===== src/rtl/jt6295_pkg.sv =====
// rtl/jt6295_pkg.sv - shared types and constants for the ADPCM phrase header fetch
//
// Purpose: state encoding, header/phrase-table geometry and ROM address width
// shared by the header fetcher, its interface and any other ctrl-port client.
// Ports: none (package).

package jt6295_pkg;

  localparam int ADDR_W      = 18;
  localparam int PHRASE_W    = 7;
  localparam int HDR_BYTES   = 6;
  localparam int STRIDE      = 8;
  localparam int STRIDE_LOG2 = 3;

  localparam logic [2:0] LAST_IDX = 3'(HDR_BYTES - 1);

  typedef enum logic [1:0] {
    ST_IDLE  = 2'd0,
    ST_FETCH = 2'd1,
    ST_LOAD  = 2'd2
  } state_t;

  // Byte address of the first header byte of a phrase table entry.
  function automatic logic [ADDR_W-1:0] phrase_base(input logic [PHRASE_W-1:0] phrase);
    logic [ADDR_W-1:0] a;
    a = '0;
    a[STRIDE_LOG2 +: PHRASE_W] = phrase;
    return a;
  endfunction

endpackage


===== src/rtl/jt6295_hdr_fetch_if.sv =====
// rtl/jt6295_hdr_fetch_if.sv - command and ROM control-port bundle of the header fetcher
//
// Purpose: groups the phrase-start command handshake and the ctrl ROM read port.
// Signals:
//   cmd_valid/cmd_ready/cmd_phrase/cmd_mask  phrase-start command handshake
//   ctrl_addr/ctrl_dout/ctrl_ok              control ROM read port
// Modports:
//   master  command source and ROM slot scheduler side
//   slave   header fetcher side

interface jt6295_hdr_fetch_if;
  import jt6295_pkg::*;

  logic                cmd_valid;
  logic                cmd_ready;
  logic [PHRASE_W-1:0] cmd_phrase;
  logic [3:0]          cmd_mask;
  logic [ADDR_W-1:0]   ctrl_addr;
  logic [7:0]          ctrl_dout;
  logic                ctrl_ok;

  modport master (
    output cmd_valid, cmd_phrase, cmd_mask, ctrl_dout, ctrl_ok,
    input  cmd_ready, ctrl_addr
  );

  modport slave (
    input  cmd_valid, cmd_phrase, cmd_mask, ctrl_dout, ctrl_ok,
    output cmd_ready, ctrl_addr
  );

endinterface


===== src/rtl/jt6295_settle_cnt.sv =====
// rtl/jt6295_settle_cnt.sv - guard counter that masks ctrl_ok after an address change
//
// Purpose: after reload, expired stays low for SETTLE cycles, then rises and
// stays high until the next reload.
// Ports:
//   clk      in   system clock
//   rst_n    in   asynchronous active-low reset (counter cleared, expired=1)
//   reload   in   restart the guard window (assert on the ctrl_addr change edge)
//   expired  out  guard window over; ctrl_ok may be trusted

module jt6295_settle_cnt #(
  parameter int SETTLE = 4
) (
  input  logic clk,
  input  logic rst_n,
  input  logic reload,
  output logic expired
);

  logic [3:0] cnt;

  always_ff @(posedge clk or negedge rst_n) begin
    if (!rst_n) begin
      cnt <= 4'd0;
    end else if (reload) begin
      cnt <= 4'(SETTLE);
    end else if (cnt != 4'd0) begin
      cnt <= cnt - 4'd1;
    end
  end

  assign expired = (cnt == 4'd0);

endmodule


===== src/rtl/jt6295_hdr_fetch.sv =====
// rtl/jt6295_hdr_fetch.sv - phrase header fetch and channel address loader
//
// Purpose: accepts a phrase-start command, reads the 6-byte phrase header from
// the ctrl ROM port, assembles 18-bit start/stop addresses and loads them into
// every requested channel that is not busy.
// Ports:
//   clk         in   system clock
//   rst_n       in   asynchronous active-low reset
//   bus         --   command handshake + ctrl ROM port (slave modport)
//   ch_busy     in   per-channel playing flags, sampled in the load cycle
//   start_addr  out  assembled phrase start address
//   stop_addr   out  assembled phrase stop address
//   ch_load     out  one-cycle per-channel load strobe
//   err         out  one-cycle pulse: phrase 0 or stop < start

module jt6295_hdr_fetch
  import jt6295_pkg::*;
#(
  parameter int SETTLE = 4
) (
  input  logic              clk,
  input  logic              rst_n,
  jt6295_hdr_fetch_if.slave bus,
  input  logic [3:0]        ch_busy,
  output logic [ADDR_W-1:0] start_addr,
  output logic [ADDR_W-1:0] stop_addr,
  output logic [3:0]        ch_load,
  output logic              err
);

  state_t     state;
  logic [3:0] mask_q;
  logic [2:0] idx;
  logic [7:0] hdr [HDR_BYTES];

  logic accept;
  logic start_fetch;
  logic capture;
  logic settle_reload;
  logic settle_expired;

  assign accept      = (state == ST_IDLE) & bus.cmd_valid & bus.cmd_ready;
  assign start_fetch = accept & (bus.cmd_phrase != '0) & (bus.cmd_mask != 4'd0);
  assign capture     = (state == ST_FETCH) & settle_expired & bus.ctrl_ok;

  // Every ctrl_addr change restarts the guard window; the last capture does
  // not move the address, so it does not reload.
  assign settle_reload = start_fetch | (capture & (idx != LAST_IDX));

  jt6295_settle_cnt #(
    .SETTLE (SETTLE)
  ) u_settle (
    .clk     (clk),
    .rst_n   (rst_n),
    .reload  (settle_reload),
    .expired (settle_expired)
  );

  // Upper six bits of bytes 0 and 3 are not part of the 18-bit address.
  assign start_addr = {hdr[0][1:0], hdr[1], hdr[2]};
  assign stop_addr  = {hdr[3][1:0], hdr[4], hdr[5]};

  always_ff @(posedge clk or negedge rst_n) begin
    if (!rst_n) begin
      state         <= ST_IDLE;
      bus.cmd_ready <= 1'b1;
      bus.ctrl_addr <= '0;
      mask_q        <= 4'd0;
      idx           <= 3'd0;
      ch_load       <= 4'd0;
      err           <= 1'b0;
      for (int i = 0; i < HDR_BYTES; i++) begin
        hdr[i] <= 8'd0;
      end
    end else begin
      ch_load <= 4'd0;
      err     <= 1'b0;
      case (state)
        ST_IDLE: begin
          if (accept) begin
            mask_q <= bus.cmd_mask;
            if (bus.cmd_phrase == '0) begin
              err <= 1'b1;
            end else if (start_fetch) begin
              bus.ctrl_addr <= phrase_base(bus.cmd_phrase);
              idx           <= 3'd0;
              bus.cmd_ready <= 1'b0;
              state         <= ST_FETCH;
            end
            // an empty mask is accepted and dropped without a fetch
          end
        end
        ST_FETCH: begin
          if (capture) begin
            for (int i = 0; i < HDR_BYTES; i++) begin
              if (idx == 3'(i)) begin
                hdr[i] <= bus.ctrl_dout;
              end
            end
            if (idx == LAST_IDX) begin
              state <= ST_LOAD;
            end else begin
              idx           <= idx + 3'd1;
              bus.ctrl_addr <= bus.ctrl_addr + ADDR_W'(1);
            end
          end
        end
        ST_LOAD: begin
          if (stop_addr >= start_addr) begin
            ch_load <= mask_q & ~ch_busy;
          end else begin
            err <= 1'b1;
          end
          bus.cmd_ready <= 1'b1;
          state         <= ST_IDLE;
        end
        default: begin
          state         <= ST_IDLE;
          bus.cmd_ready <= 1'b1;
        end
      endcase
    end
  end

endmodule


===== src/flat_wrapper.sv =====
// flat-port wrapper written by rule: the top's interface ports become plain ports
module jt6295_hdr_fetch_flat import jt6295_pkg::*;
#(
  parameter int SETTLE = 4
)
  (clk, rst_n, ch_busy, start_addr, stop_addr, ch_load, err, bus_cmd_valid, bus_cmd_phrase, bus_cmd_mask, bus_ctrl_dout, bus_ctrl_ok, bus_cmd_ready, bus_ctrl_addr);
  jt6295_hdr_fetch_if bus_i ();
  input  logic clk;
  input  logic rst_n;
  input  logic [3:0] ch_busy;
  output logic [ADDR_W-1:0] start_addr;
  output logic [ADDR_W-1:0] stop_addr;
  output logic [3:0] ch_load;
  output logic err;
  input wire logic [$bits(bus_i.cmd_valid)-1:0] bus_cmd_valid;
  input wire logic [$bits(bus_i.cmd_phrase)-1:0] bus_cmd_phrase;
  input wire logic [$bits(bus_i.cmd_mask)-1:0] bus_cmd_mask;
  input wire logic [$bits(bus_i.ctrl_dout)-1:0] bus_ctrl_dout;
  input wire logic [$bits(bus_i.ctrl_ok)-1:0] bus_ctrl_ok;
  output wire logic [$bits(bus_i.cmd_ready)-1:0] bus_cmd_ready;
  output wire logic [$bits(bus_i.ctrl_addr)-1:0] bus_ctrl_addr;
  assign bus_i.cmd_valid = bus_cmd_valid;
  assign bus_i.cmd_phrase = bus_cmd_phrase;
  assign bus_i.cmd_mask = bus_cmd_mask;
  assign bus_i.ctrl_dout = bus_ctrl_dout;
  assign bus_i.ctrl_ok = bus_ctrl_ok;
  assign bus_cmd_ready = bus_i.cmd_ready;
  assign bus_ctrl_addr = bus_i.ctrl_addr;
  jt6295_hdr_fetch #(.SETTLE(SETTLE)) u_core (.clk(clk), .rst_n(rst_n), .bus(bus_i), .ch_busy(ch_busy), .start_addr(start_addr), .stop_addr(stop_addr), .ch_load(ch_load), .err(err));
endmodule

===== config.mk =====
export PLATFORM = sky130hd
export DESIGN_NAME = jt6295_hdr_fetch_flat
export DESIGN_NICKNAME = d
export VERILOG_FILES = /design/src/rtl/jt6295_pkg.sv /design/src/rtl/jt6295_hdr_fetch_if.sv /design/src/rtl/jt6295_settle_cnt.sv /design/src/rtl/jt6295_hdr_fetch.sv /design/src/flat_wrapper.sv
export SDC_FILE = /design/constraint.sdc
export NUM_CORES = 1
export LEC_CHECK = 0
export CAP_MARGIN = 10
export CELL_PAD_IN_SITES_DETAIL_PLACEMENT = 1
export CELL_PAD_IN_SITES_GLOBAL_PLACEMENT = 1
export CORE_MARGIN = 5
export CORE_UTILIZATION = 41
export CTS_BUF_LIST = sky130_fd_sc_hd__clkbuf_16
export DETAILED_ROUTE_END_ITERATION = 12
export PLACE_DENSITY = 0.95
export SLEW_MARGIN = 20
export SYNTH_ARGS = -nofsm -noshare
export SYNTH_HDL_FRONTEND = slang
export SYNTH_HIERARCHICAL = 1
export SYNTH_SLANG_ARGS = --single-unit

===== constraint.sdc =====
create_clock -name clk -period 4.2 [get_ports clk]
set_input_delay 0.63 -clock clk [delete_from_list [all_inputs] [get_ports clk]]
set_output_delay 0.63 -clock clk [all_outputs]
set_load 0.02 [all_outputs]

Word-level counts from Yosys, hierarchy flattened --
Cells that the tools add are included.
Word-level totals: bits in registers 73, input port bits 27, output and inout bits 60, logic and storage cells 92
Cells by class: add/sub/neg operators 3, magnitude comparators 1, equality and inequality tests 14, mux-type cells 30, bitwise gates (word level) 11, reduce and logical (&&, ||, !) cells 19
Operator list (count):
- $mux W18 | 5
- $pmux W18 S2 | 1
- $add A18 B1 Y18 const B | 1
- $ge A18 B18 Y1 | 1
- $reduce_and A3 Y1 | 6
- $mux W4 | 4
- $mux W3 | 5
- $mux W2 | 5
- $reduce_bool A4 Y1 | 2
- $and A1 B1 Y1 | 7
- $logic_not A7 Y1 | 1
- $reduce_bool A7 Y1 | 1
- $eq A3 B2 Y1 const B | 2
- $eq A3 B3 Y1 const B | 2
- $mux W1 | 6
- $ne A2 B1 Y1 const B | 3
- $ne A2 B2 Y1 const B | 3
- $pmux W3 S2 | 1
- $reduce_and A6 Y1 | 1
- $reduce_and A5 Y1 | 1
- $and A4 B4 Y4 | 1
- $logic_not A4 Y1 | 1
- $not A4 Y4 | 1
- $pmux W1 S2 | 2
- 14 further kinds | 15

Longest topological paths before layout --
Gate-level depths: netlist of run 1.
depth in word-level cells 9, depth in mapped cells 10

Cells and area by module --
Netlist of run 1, hierarchy kept.
Modules (own cells, without submodules):
- jt6295_hdr_fetch | times used 1, cells an instance 329, area an instance 3453.3 µm², sequential area each 1727.9 µm²
- jt6295_settle_cnt | times used 1, cells an instance 21, area an instance 231.5 µm², sequential area each 100.1 µm²

Worst setup path after synthesis of run 1 --
Ideal clock, no wire load.
path kind input-to-reg, from input bus_cmd_phrase[3], to register u_core.u_settle.cnt[2], arrival time 2095 ps, data required time 4076 ps, slack 1981 ps, stages on the path 6, cell sequence or4_4 o211a_1 a21oi_4 inv_4 buf_6 a211o_1
Between the ends: longest elaborated chain between the ends 5, elaborated cells on any way between the ends 6, classes of those cells mux: 1; bitwise: 3; reduce/logical: 2
RTL lines:
- from (decl) | RTL line flat_wrapper.sv:16 | input wire logic [$bits(bus_i.cmd_phrase)-1:0] bus_cmd_phrase;
- $reduce_bool A7 Y1 (*) | RTL line jt6295_hdr_fetch.sv:43 | assign start_fetch = accept & (bus.cmd_phrase != '0) & (bus.cmd_mask != 4'd0);
- $and A1 B1 Y1 (*) (2 in series) | RTL line jt6295_hdr_fetch.sv:43
- $or A1 B1 Y1 (*) | RTL line jt6295_hdr_fetch.sv:48 | assign settle_reload = start_fetch | (capture & (idx != LAST_IDX));
- named net u_core.settle_reload | RTL line jt6295_hdr_fetch.sv:39 | logic settle_reload;
- $mux W4 or $reduce_bool A2 Y1 (tied branches)
- to (signal assigned) | RTL line jt6295_settle_cnt.sv:26 | cnt <= 4'(SETTLE);
- to (signal assigned) | RTL line jt6295_settle_cnt.sv:28 | cnt <= cnt - 4'd1;
- to (decl) | RTL line jt6295_settle_cnt.sv:20 | logic [3:0] cnt;
Mark *: on every way through the listed nets, which the timed path passes. The rest lies on a longest branch. A chain may end at the register's enable or synchronous reset.

Final worst setup path of run 1 --
from register u_core.u_settle.cnt[0], to register u_core.hdr, in the netlist u_core/stop_addr[1]
Between the ends: longest elaborated chain between the ends 4
RTL lines:
- $logic_not A4 Y1 | RTL line jt6295_settle_cnt.sv:32 | assign expired = (cnt == 4'd0);
- named net u_core.settle_expired | RTL line jt6295_hdr_fetch.sv:40 | logic settle_expired;
- $and A1 B1 Y1 (2 in series) | RTL line jt6295_hdr_fetch.sv:44 | assign capture = (state == ST_FETCH) & settle_expired & bus.ctrl_ok;
- $reduce_and A3 Y1 (no line)
- to (signal, indexed assignment) | RTL line jt6295_hdr_fetch.sv:97 | hdr[i] <= bus.ctrl_dout;
- to (decl) | RTL line jt6295_hdr_fetch.sv:34 | logic [7:0] hdr [HDR_BYTES];
The timed path passes the listed nets, and every way through them passes these cells.

==> metrics.txt, run 1 <==
setup violators final 0; fraction of synthesized cell area in xor and xnor cells 1.426%; global-route wire length before repair 18120 µm; post-CTS setup buffer count 0; overflow left after global routing 0; vias in the first global route 3512; Hold WC Path Type in -> async; # IOs 87; final worst hold slack 0.3773 ns; total of fill cells in the finished design 952; cell area after synthesis 3685 µm²; Clk pwr share 23.6%; DRT antenna net count 0; cts bufs inserted 9; maximum clock skew at final layout 0.007034 ns; maximum level of the CTS H-tree 3; initial antenna violation count 0; average detailed-routed wire length per instance 19.73 µm; dominant combinational cell family by area after synthesis simple AND/OR/NAND/NOR gates; sw frac 37.91%; VDD IR max 0.0003018 V; final RePlAce weighted congestion 0.8080; Die X-Extent 104.8 µm; non-filler instance count after layout 551; Nets 490; sequential power share 34.7%; count of buffers inserted at the top-level ports 86; multiplexer share of the synthesized area 8.557%; Initial Utilization 42.25%; CP Data Required Time 4.42 ns; Worst-Skew Late Latency 0.33 ns; standard cell core area 8721 µm²; Adder-Cell Fraction of Synth Area 8.489%; crit share post-route 63.06%; normalized max-slew margin 27.76%; number of diodes 0; synthesized-area fraction occupied by ao, oa, aoi and oai cells 11.44%; fraction of layout instances using a drive strength above 1 14.00%; average via count per standard cell 5.499; Final Hold Violating Endpoints 0; Gate power share 41.7%; number of distinct standard cells referenced by the synthesized netlist 45; final critical-path required period 2.649 ns; data arrival time of the critical path 2.86 ns; total negative setup slack 0 ns; y dimension of the die 104.8 µm; sinks on the clock net 73; count of warnings emitted by yosys 6; Synth Area in Simple Gates 16.03%; number of iterations in the first detailed-routing pass 4; clock slew at the register clock pins of the worst setup and hold paths 0.06 ns; clock root cell sky130_fd_sc_hd__clkbuf_16; Slew Limit Fails 0; combined global-route utilization of all metal layers 20.37%; CP Launch Type flop; flop and latch count out of synthesis 73; largest net degree at the start of global routing 41; commonest register cell after synthesis sky130_fd_sc_hd__dfrtp_1; wire length after detailed routing 10870 µm; CTS-repair resized insts 0; number of DRC markers after the initial detailed-route iteration 77; Worst setup EP type flop; number of flops mapped to enable cells by yosys 0; instance count after placement with tap cells included 535; DRC viols 0; max_cap viols 0; post-synthesis net count 402; P_sw 1305 µW; cell internal pwr 2138 µW; Cell Pwr Density 693.9 nW/µm²; Post-Syn Instances 350; share of the yosys chip area belonging to registers 49.61%; placed wire-length estimate after detailed placement 8025 µm; CTS Buffer Depth 2; area growth from synthesis to layout 34.67%; maximum clock frequency 377.6 MHz; setup repair after global routing missed its margin false; Leakage Power 0.002281 µW; number of vias in the routed layout 3030; result of the run finished, final reports clean; area of the die 10980 µm²; number of buffers inserted for hold repair after clock tree synthesis 0; average cell area after synthesis 10.53 µm²; register-to-register setup slack 1.55 ns; dpl ws 1.294 ns; clock tree from TritonCTS done; slew at the pin closest to its max-slew limit 1.081 ns; number of placement rows 34; final worst slack 1.551 ns; fraction of registers with async set/reset 100.0%; maximum fanout along the worst path 11; start-to-end type of the worst setup path reg -> reg; sequential cell area 1828 µm²; total area of multi-input combinational cells 1700 µm²
## final timing paths
kind | start | end | cells past startpoint
max in group asynchronous | rst_n | u_core/bus.ctrl_addr[12]$_DFFE_PN0P_ | 2
hold / removal | rst_n | u_core/stop_addr[15]$_DFFE_PN0P_ | 1
setup / recovery | u_core/u_settle/cnt[0]$_DFFE_PN0P_ | u_core/stop_addr[1]$_DFFE_PN0P_ | 6
hold reg to reg | u_core/bus.cmd_ready$_DFFE_PN1P_ | u_core/bus.cmd_ready$_DFFE_PN1P_ | 2
min in group clk | u_core/bus.cmd_ready$_DFFE_PN1P_ | u_core/bus.cmd_ready$_DFFE_PN1P_ | 2
setup reg to reg | u_core/u_settle/cnt[0]$_DFFE_PN0P_ | u_core/stop_addr[1]$_DFFE_PN0P_ | 6
## sequential cells by signal (all words and copies together), names as in the netlist
signal and count:
u_core/bus.cmd_ready 1, u_core/bus.ctrl_addr 18, u_core/ch_load 4, u_core/err 1
u_core/idx 3, u_core/mask_q 4, u_core/start_addr 18, u_core/state 2
u_core/stop_addr 18, u_core/u_settle/cnt 4
## critical path: stages (launching register included)
cell and delay (ns):
sky130_fd_sc_hd__dfrtp_1 0.41, sky130_fd_sc_hd__inv_1 0.07, sky130_fd_sc_hd__ha_1 0.21, sky130_fd_sc_hd__nor3b_4 0.28
sky130_fd_sc_hd__and4b_1 0.53, sky130_fd_sc_hd__nand3_1 0.57, sky130_fd_sc_hd__mux2_2 0.47
## stage by stage
step                util, %  power, µW  area [µm²]
global placement      53.23       2512        4642
finish                56.90       3443        4962
floorplan                 -       1956        3685
detailed placement    53.23       2629        4642
global route          56.90       3654        4962
CTS                   56.81       3472        4955
## metal layers
metal	vias up	global-route usage (%)	routed length, µm
li1	1392	-	-
met2	97	36.33	5635
met5	-	0	0
met4	0	6.941	218
met3	20	4.192	585
met1	1521	24.31	4430
## cell usage in the layout, fill, tap and decap left out, types with 3 or more instances in the layout
cell                              synthesis  final
sky130_fd_sc_hd__a21o_1                   3      3
sky130_fd_sc_hd__a21oi_1                 19     19
sky130_fd_sc_hd__a21oi_2                  6      6
sky130_fd_sc_hd__and3_1                   6      6
sky130_fd_sc_hd__buf_4                    0      3
sky130_fd_sc_hd__clkbuf_16                0      9
sky130_fd_sc_hd__clkdlybuf4s50_1          0     85
sky130_fd_sc_hd__dfrtp_1                 72     72
sky130_fd_sc_hd__ha_1                    25     25
sky130_fd_sc_hd__inv_1                   27     28
sky130_fd_sc_hd__mux2_2                  28     28
sky130_fd_sc_hd__nand2_1                 38     38
sky130_fd_sc_hd__nand2b_1                 3      3
sky130_fd_sc_hd__nand3_1                 12     12
sky130_fd_sc_hd__nand3b_1                 4      4
sky130_fd_sc_hd__nand4_1                  7      7
sky130_fd_sc_hd__nor2_1                  15     15
sky130_fd_sc_hd__nor2b_1                  6      6
sky130_fd_sc_hd__nor3_1                   7      7
sky130_fd_sc_hd__o21ai_0                 25     25
sky130_fd_sc_hd__or3_1                    3      3
sky130_fd_sc_hd__xnor2_1                  6      6
## final cells by class
type	count	share of cell area [%]
sequential	73	36.84
multi-input combinational	237	34.27
timing repair buffer	89	17.70
clock buffer	9	4.539
tap	108	2.723
inverter	28	2.168
clock inverter	7	1.765
## cells in the mapped netlist (2+ instances only)
cell,n,area share [%]
sky130_fd_sc_hd__dfrtp_1,72,49
sky130_fd_sc_hd__nand2_1,38,3.9
sky130_fd_sc_hd__mux2_2,28,8.6
sky130_fd_sc_hd__inv_1,27,2.8
sky130_fd_sc_hd__ha_1,25,8.5
sky130_fd_sc_hd__o21ai_0,25,3.4
sky130_fd_sc_hd__a21oi_1,19,2.6
sky130_fd_sc_hd__nor2_1,15,1.5
sky130_fd_sc_hd__nand3_1,12,1.6
sky130_fd_sc_hd__clkbuf_1,8,0.81
sky130_fd_sc_hd__nand4_1,7,1.2
sky130_fd_sc_hd__nor3_1,7,0.95
sky130_fd_sc_hd__a21oi_2,6,1.4
sky130_fd_sc_hd__and3_1,6,1.0
sky130_fd_sc_hd__nor2b_1,6,1.0
sky130_fd_sc_hd__xnor2_1,6,1.4
sky130_fd_sc_hd__nand3b_1,4,0.81
sky130_fd_sc_hd__a21o_1,3,0.61
sky130_fd_sc_hd__buf_2,3,0.41
sky130_fd_sc_hd__nand2b_1,3,0.51
sky130_fd_sc_hd__or3_1,3,0.51
sky130_fd_sc_hd__a32o_1,2,0.54
sky130_fd_sc_hd__and4_1,2,0.48
sky130_fd_sc_hd__nor3b_1,2,0.41
## kinds of logic after synthesis
kind of cell,after synthesis
compound gates,66
xor+xnor,6
fa+ha+maj,25
buf+inv,40
flops,73
mux,28
simple gates,112
## power by group through the flow
stage,Sequential [µW],Clock (µW),Combinational (µW)
after global placement,1170,0,1340
final,1200,813,1430
after detailed placement,1210,0,1420
after CTS,1200,827,1450
after floorplan,1370,0,591
after global routing,1230,863,1560
(Power assumes the default switching activity.)
==> inputs of run 2 (changes only) <==
- CORE_UTILIZATION: 41 -> 35
- PLACE_DENSITY: 0.95 -> 0.88
- clock period: 4.2 -> 2.4 ns (I/O delays scaled with it)
==> run 2 against run 1 <==
Clock power up 61%. Sequential cell count unchanged. Core utilization down 7.5 points. Sequential share of layout area down 0.83 points. Register-to-register slack worse by 1.4 ns. Clock skew down 0.0041 ns. Global-route usage down 3.4 points. Critical path depth up 2. Design area up 2.3%. Clock-buffer cell count unchanged. Hold slack better by 0.12 ns. Largest cell class unchanged. Largest power group unchanged.
==> metrics.txt, run 2 (same netlist as run 1, synthesis figures left out) <==
result of the run finished, final reports clean; Slowest Stage Delay on Critical Path 0.40 ns (-0.17 ns); start-to-end type of the worst setup path reg -> reg; global routing met2 resource utilization 30.33% (-6.0 points); VDD IR max 0.0004840 V (+60%); total negative setup slack 0 ns (unchanged); instance count after placement with tap cells included 575 (+7.5%); y dimension of the die 112.6 µm (+7.4%); clock slew at the register clock pins of the worst setup and hold paths 0.06 ns (about the same); Hold WC Path Type in -> async; final worst slack 0.1768 ns (-1.375 ns); Leakage Power 0.002321 µW (+1.7%); depth of the worst register-to-register path 8 (+2); setup violators final 0 (unchanged); standard cell core area 10280 µm² (+18%); # IOs 87 (unchanged); final worst hold slack 0.4936 ns (+0.1163 ns); Top Usage Layer GRT met2; number of diodes 0 (unchanged); dpl ws 0.01223 ns (-1.282 ns); post-CTS setup buffer count 0 (unchanged); Nets 503 (+2.7%); Worst setup endpoint u_core/bus.ctrl_addr[10]$_DFFE_PN0P_; number of vias in the routed layout 3044 (+0.46%); Worst setup EP type flop; vias in the first global route 3322 (-5.4%); area growth from synthesis to layout 37.76%; placed wire-length estimate after detailed placement 7882 µm (-1.8%); fraction of met3 tracks used by global routing 3.558% (-0.63 points); Gate power share 42.7% (+1.0 points); CP Launch Type flop; sequential power share 35.1% (+0.4 points); maximum level of the CTS H-tree 3 (unchanged); CTS Buffer Depth 2 (unchanged); crit path from u_core/u_settle/cnt[0]$_DFFE_PN0P_; average detailed-routed wire length per instance 17.70 µm (-10%); sw frac 38.10% (+0.19 points); maximum fanout along the worst path 10 (-1); post-layout util 49.39% (-7.5 points); slowest cell on the critical path sky130_fd_sc_hd__dfrtp_1; Final Hold Violating Endpoints 0 (unchanged); maximum clock frequency 449.8 MHz (+19%); final RePlAce weighted congestion 0.8142 (+0.77%); Die X-Extent 112.6 µm (+7.4%); clock root cell sky130_fd_sc_hd__clkbuf_16; Cell Pwr Density 1166 nW/µm² (+68%); maximum clock skew at final layout 0.002963 ns (-0.004071 ns); CTS-repair resized insts 0 (unchanged); number of placement rows 37 (+8.8%); startpoint of the worst register-to-register path u_core/u_settle/cnt[0]$_DFFE_PN0P_; DRC viols 0 (unchanged); register-to-register setup slack 0.18 ns (-1.37 ns); CP Data Required Time 2.65 ns (-1.77 ns); normalized max-slew margin 61.74% (+34 points); cts bufs inserted 9 (unchanged); clock tree from TritonCTS done; leading cell type in the layout, fill and taps excluded sky130_fd_sc_hd__clkdlybuf4s50_1; DRT antenna net count 0 (unchanged); largest net degree at the start of global routing 39 (-4.9%); Clk pwr share 22.2% (-1.4 points); wire length after detailed routing 10480 µm (-3.6%); overflow left after global routing 0 (unchanged); data arrival time of the critical path 2.47 ns (-0.39 ns); cell internal pwr 3665 µW (+71%); sinks on the clock net 73 (unchanged); P_sw 2256 µW (+73%); Initial Utilization 35.85% (-6.4 points); cell-by-cell trace of the critical path inv_1 > ha_1 > nor3b_4 > and4b_1 > buf_4 > nand4_1 > or3_1 > a21oi_1; count of buffers inserted at the top-level ports 86 (unchanged); final critical-path required period 2.223 ns (-0.4254 ns); global-route wire length before repair 17290 µm (-4.6%); destination of the worst register-to-register timing path u_core/bus.ctrl_addr[10]$_DFFE_PN0P_; crit share post-route 92.63% (+30 points); non-filler instance count after layout 592 (+7.4%); average via count per standard cell 5.142 (-6.5%); number of DRC markers after the initial detailed-route iteration 106 (+38%); GR Layer Usage met1 20.16% (-4.1 points); Slew Limit Fails 0 (unchanged); highest-count cells in the layout ignoring fill and taps 85 x sky130_fd_sc_hd__clkdlybuf4s50_1, 72 x sky130_fd_sc_hd__dfrtp_1, 38 x sky130_fd_sc_hd__nand2_1, 28 x sky130_fd_sc_hd__mux2_2, 27 x sky130_fd_sc_hd__inv_1; max_cap viols 0 (unchanged); fraction of layout instances using a drive strength above 1 15.79% (+1.8 points); combined global-route utilization of all metal layers 16.95% (-3.4 points); setup repair after global routing missed its margin false; area of the die 12680 µm² (+15%); slew at the pin closest to its max-slew limit 0.5665 ns (-0.5144 ns); number of iterations in the first detailed-routing pass 4 (unchanged); initial antenna violation count 0 (unchanged); Worst-Skew Late Latency 0.33 ns (about the same)
run 2: cell types whose count changed in the layout (fill, tap and decap cells not counted):
cell                            delta
sky130_fd_sc_hd__o41ai_2           -1
sky130_fd_sc_hd__buf_12            +1
sky130_fd_sc_hd__o41ai_1           +1
sky130_fd_sc_hd__inv_1             -1
sky130_fd_sc_hd__bufinv_16         -1
sky130_fd_sc_hd__dlygate4sd3_1     +1
sky130_fd_sc_hd__buf_4            +11
sky130_fd_sc_hd__clkinv_1          +2
run 2: worst min-delay path by stage:
stage | startpoint | end | slack (ns) | cells past startpoint
6_report | rst_n | u_core/start_addr[6]$_DFFE_PN0P_ | 0.49 | 2
5_1_grt | u_core/mask_q[1]$_DFFE_PN0P_ | u_core/mask_q[1]$_DFFE_PN0P_ | 0.53 | 1
4_1_cts | rst_n | u_core/start_addr[6]$_DFFE_PN0P_ | 0.50 | 2
3_5_place_dp | rst_n | u_core/start_addr[6]$_DFFE_PN0P_ | 0.31 | 1
3_3_place_gp | rst_n | u_core/start_addr[7]$_DFFE_PN0P_ | 0.31 | 1
2_1_floorplan | rst_n | u_core/bus.ctrl_addr[0]$_DFFE_PN0P_ | 0.06 | 0
run 2: layout make-up:
cell class              count  area (µm²)
clock buffers               9       225.2
clock inverters             7       61.31
fillers                  1160        5201
inverters                  28       107.6
multi-input cells         237        1693
flip-flops and latches     73        1828
well taps                 136       170.2
repair buffers            102       991.0
run 2: repair_timing:
item,CTS,global route
setup endpoints to repair,0,0
hold buffers,1,0
hold endpoints to repair,15,0
run 2: critical path, delay by kind of cell, from the launching register on:
kind / cells / cell delay (ns)
adder cells (fa/ha/maj): 1 / 0.20
flip-flops: 1 / 0.40
buffers and inverters: 2 / 0.27
AO/OA/AOI/OAI: 1 / 0.19
AND/OR/NAND/NOR: 4 / 1.07
run 2: routing by layer:
layer  wire (µm)  part of all wire (%)  vias up
met5           0                     0        -
met4         107                   1.0        0
met3         552                   5.3        9
met2        5430                    52       92
met1        4390                    42     1521
li1            -                     -     1422
run 2: per-stage QoR:
step,total power [µW],cell area [µm²]
6_report,5921,5076
5_1_grt,6282,5076
4_1_cts,5974,5076
3_5_place_dp,4613,4780
3_3_place_gp,4447,4780
2_1_floorplan,3422,3685
run 2: power groups by stage:
stage / registers (µW) / clock network (µW) / logic (µW)
after floorplan: 2390 / 0 / 1030
after global placement: 2050 / 0 / 2390
after detailed placement: 2100 / 0 / 2520
after CTS: 2080 / 1340 / 2550
after global routing: 2140 / 1390 / 2750
final: 2080 / 1310 / 2530
==> inputs of run 3 (changes only) <==
- MAX_ROUTING_LAYER: not set -> met4
==> run 3 against run 2 <==
Critical path depth up 1. Non-clock buffer count unchanged. Register-to-register slack about the same. Routed wire length down 0.40%. Sequential share of layout area unchanged. Core utilization unchanged. Clock-buffer cell count unchanged. Combinational power about the same. Final cell count unchanged. Fmax up 0.39%. Sequential power about the same. Sequential cell count unchanged.
==> metrics.txt, run 3 (same netlist as run 1, synthesis figures left out) <==
result of the run finished, final reports clean; crit share post-route 92.27% (-0.36 points); number of DRC markers after the initial detailed-route iteration 96 (-9.4%); count of buffers inserted at the top-level ports 86 (unchanged); max_cap viols 0 (unchanged); maximum level of the CTS H-tree 3 (unchanged); VDD IR max 0.0004864 V (+0.51%); highest-count cells in the layout ignoring fill and taps 85 x sky130_fd_sc_hd__clkdlybuf4s50_1, 72 x sky130_fd_sc_hd__dfrtp_1, 38 x sky130_fd_sc_hd__nand2_1, 28 x sky130_fd_sc_hd__mux2_2, 27 x sky130_fd_sc_hd__inv_1; Nets 503 (unchanged); setup repair after global routing missed its margin false; number of diodes 0 (unchanged); CP Launch Type flop; total negative setup slack 0 ns (unchanged); destination of the worst register-to-register timing path u_core/bus.ctrl_addr[11]$_DFFE_PN0P_; post-CTS setup buffer count 0 (unchanged); CP Data Required Time 2.62 ns (-0.03 ns); slew at the pin closest to its max-slew limit 0.5734 ns (+0.006921 ns); placed wire-length estimate after detailed placement 7882 µm (unchanged); area of the die 12680 µm² (unchanged); overflow left after global routing 0 (unchanged); normalized max-slew margin 61.27% (-0.47 points); CTS Buffer Depth 2 (unchanged); combined global-route utilization of all metal layers 17.45% (+0.50 points); clock root cell sky130_fd_sc_hd__clkbuf_16; largest net degree at the start of global routing 39 (unchanged); area growth from synthesis to layout 37.76% (unchanged); maximum fanout along the worst path 10 (unchanged); fraction of layout instances using a drive strength above 1 15.79% (unchanged); cts bufs inserted 9 (unchanged); final RePlAce weighted congestion 0.8263 (+1.5%); # IOs 87 (unchanged); Final Hold Violating Endpoints 0 (unchanged); initial antenna violation count 0 (unchanged); Worst setup endpoint u_core/bus.ctrl_addr[11]$_DFFE_PN0P_; Die X-Extent 112.6 µm (unchanged); number of buffers inserted for hold repair after clock tree synthesis 1 (unchanged); global-route wire length before repair 17280 µm (about the same); leading cell type in the layout, fill and taps excluded sky130_fd_sc_hd__clkdlybuf4s50_1; Worst setup EP type flop; clock tree from TritonCTS done; Cell Pwr Density 1164 nW/µm² (-0.18%); data arrival time of the critical path 2.43 ns (-0.04 ns); total of fill cells in the finished design 1160 (unchanged); number of vias in the routed layout 3042 (-0.066%); wire length after detailed routing 10440 µm (-0.40%); setup violators final 0 (unchanged); maximum clock skew at final layout 0.003471 ns (+0.0005074 ns); Leakage Power 0.002321 µW (unchanged); Total Power Consumption 5910 µW (-0.18%); register-to-register setup slack 0.19 ns (about the same); sinks on the clock net 73 (unchanged); startpoint of the worst register-to-register path u_core/u_settle/cnt[0]$_DFFE_PN0P_; Slew Limit Fails 0 (unchanged); Hold WC Path Type in -> async; vias in the first global route 3324 (+0.060%); y dimension of the die 112.6 µm (unchanged); depth of the worst register-to-register path 9 (+1); Worst-Skew Late Latency 0.33 ns (about the same); DRC viols 0 (unchanged); average via count per standard cell 5.139 (about the same); number of iterations in the first detailed-routing pass 4 (unchanged); CTS-repair resized insts 0 (unchanged); final critical-path required period 2.215 ns (-0.008619 ns); maximum clock frequency 451.5 MHz (+0.39%); Initial Utilization 35.85% (unchanged); DRT antenna net count 0 (unchanged); start-to-end type of the worst setup path reg -> reg; clock slew at the register clock pins of the worst setup and hold paths 0.06 ns (about the same); standard cell core area 10280 µm² (unchanged); average detailed-routed wire length per instance 17.63 µm (-0.40%); crit path from u_core/u_settle/cnt[0]$_DFFE_PN0P_; number of placement rows 37 (unchanged)
run 3: cell counts in the layout (fill, tap and decap cells not counted):
Identical to the previous run, type by type.
run 3: metal layers:
| layer | track usage (%) | vias up | share of wire [%] |
|---|---|---|---|
| li1 | - | 1422 | - |
| met1 | 20.47 | 1521 | 42 |
| met2 | 30.21 | 88 | 52 |
| met3 | 3.235 | 11 | 5.0 |
| met4 | 5.529 | 0 | 1.2 |
| met5 | - | - | 0 |
run 3: worst min path at each step:
stage | startpoint | to | slack (ns) | depth (start not counted)
after global routing | u_core/mask_q[1]$_DFFE_PN0P_ | u_core/mask_q[1]$_DFFE_PN0P_ | 0.53 | 1
after floorplan | rst_n | u_core/bus.ctrl_addr[0]$_DFFE_PN0P_ | 0.06 | 0
after global placement | rst_n | u_core/start_addr[7]$_DFFE_PN0P_ | 0.31 | 1
after detailed placement | rst_n | u_core/start_addr[6]$_DFFE_PN0P_ | 0.31 | 1
after CTS | rst_n | u_core/start_addr[6]$_DFFE_PN0P_ | 0.50 | 2
final | rst_n | u_core/start_addr[6]$_DFFE_PN0P_ | 0.49 | 2
run 3: critical path, stage by stage (launching register included):
cell	delay [ns]
sky130_fd_sc_hd__dfrtp_1	0.40
sky130_fd_sc_hd__inv_1	0.07
sky130_fd_sc_hd__ha_1	0.20
sky130_fd_sc_hd__nor3b_4	0.26
sky130_fd_sc_hd__and4b_1	0.27
sky130_fd_sc_hd__buf_4	0.20
sky130_fd_sc_hd__nand4_1	0.16
sky130_fd_sc_hd__nor3b_1	0.33
sky130_fd_sc_hd__xnor2_1	0.17
sky130_fd_sc_hd__nor2_1	0.06
run 3: metrics by stage:
step | worst slack, ns | cells | hold WS, ns | cell area (µm²) | util (%)
finish | 0.1854 | 592 | 0.4941 | 5076 | 49.39
floorplan | 0.3672 | 350 | 0.06441 | 3685 | -
global route | 0.01444 | 592 | 0.5308 | 5076 | 49.39
global placement | 0.1115 | 575 | 0.3081 | 4780 | 46.51
detailed placement | 0.01223 | 575 | 0.3143 | 4780 | 46.51
CTS | 0.1657 | 592 | 0.5017 | 5076 | 49.39
run 3: where the power goes:
part	internal [µW]	total (µW)	switching, µW	leakage, µW
sequential	1670	2080	409	0.000914
combinational	1210	2520	1320	0.00127
clock	792	1310	520	0.000134
total	3660	5910	2250	0.00232
run 3: cell type report:
class                   instances  area, µm²  share of cell area [%]
inverters                      28      107.6                   2.120
multi-input cells             237       1693                   33.35
well taps                     136      170.2                   3.352
repair buffers                102      991.0                   19.52
flip-flops and latches         73       1828                   36.01
clock buffers                   9      225.2                   4.437
clock inverters                 7      61.31                   1.208
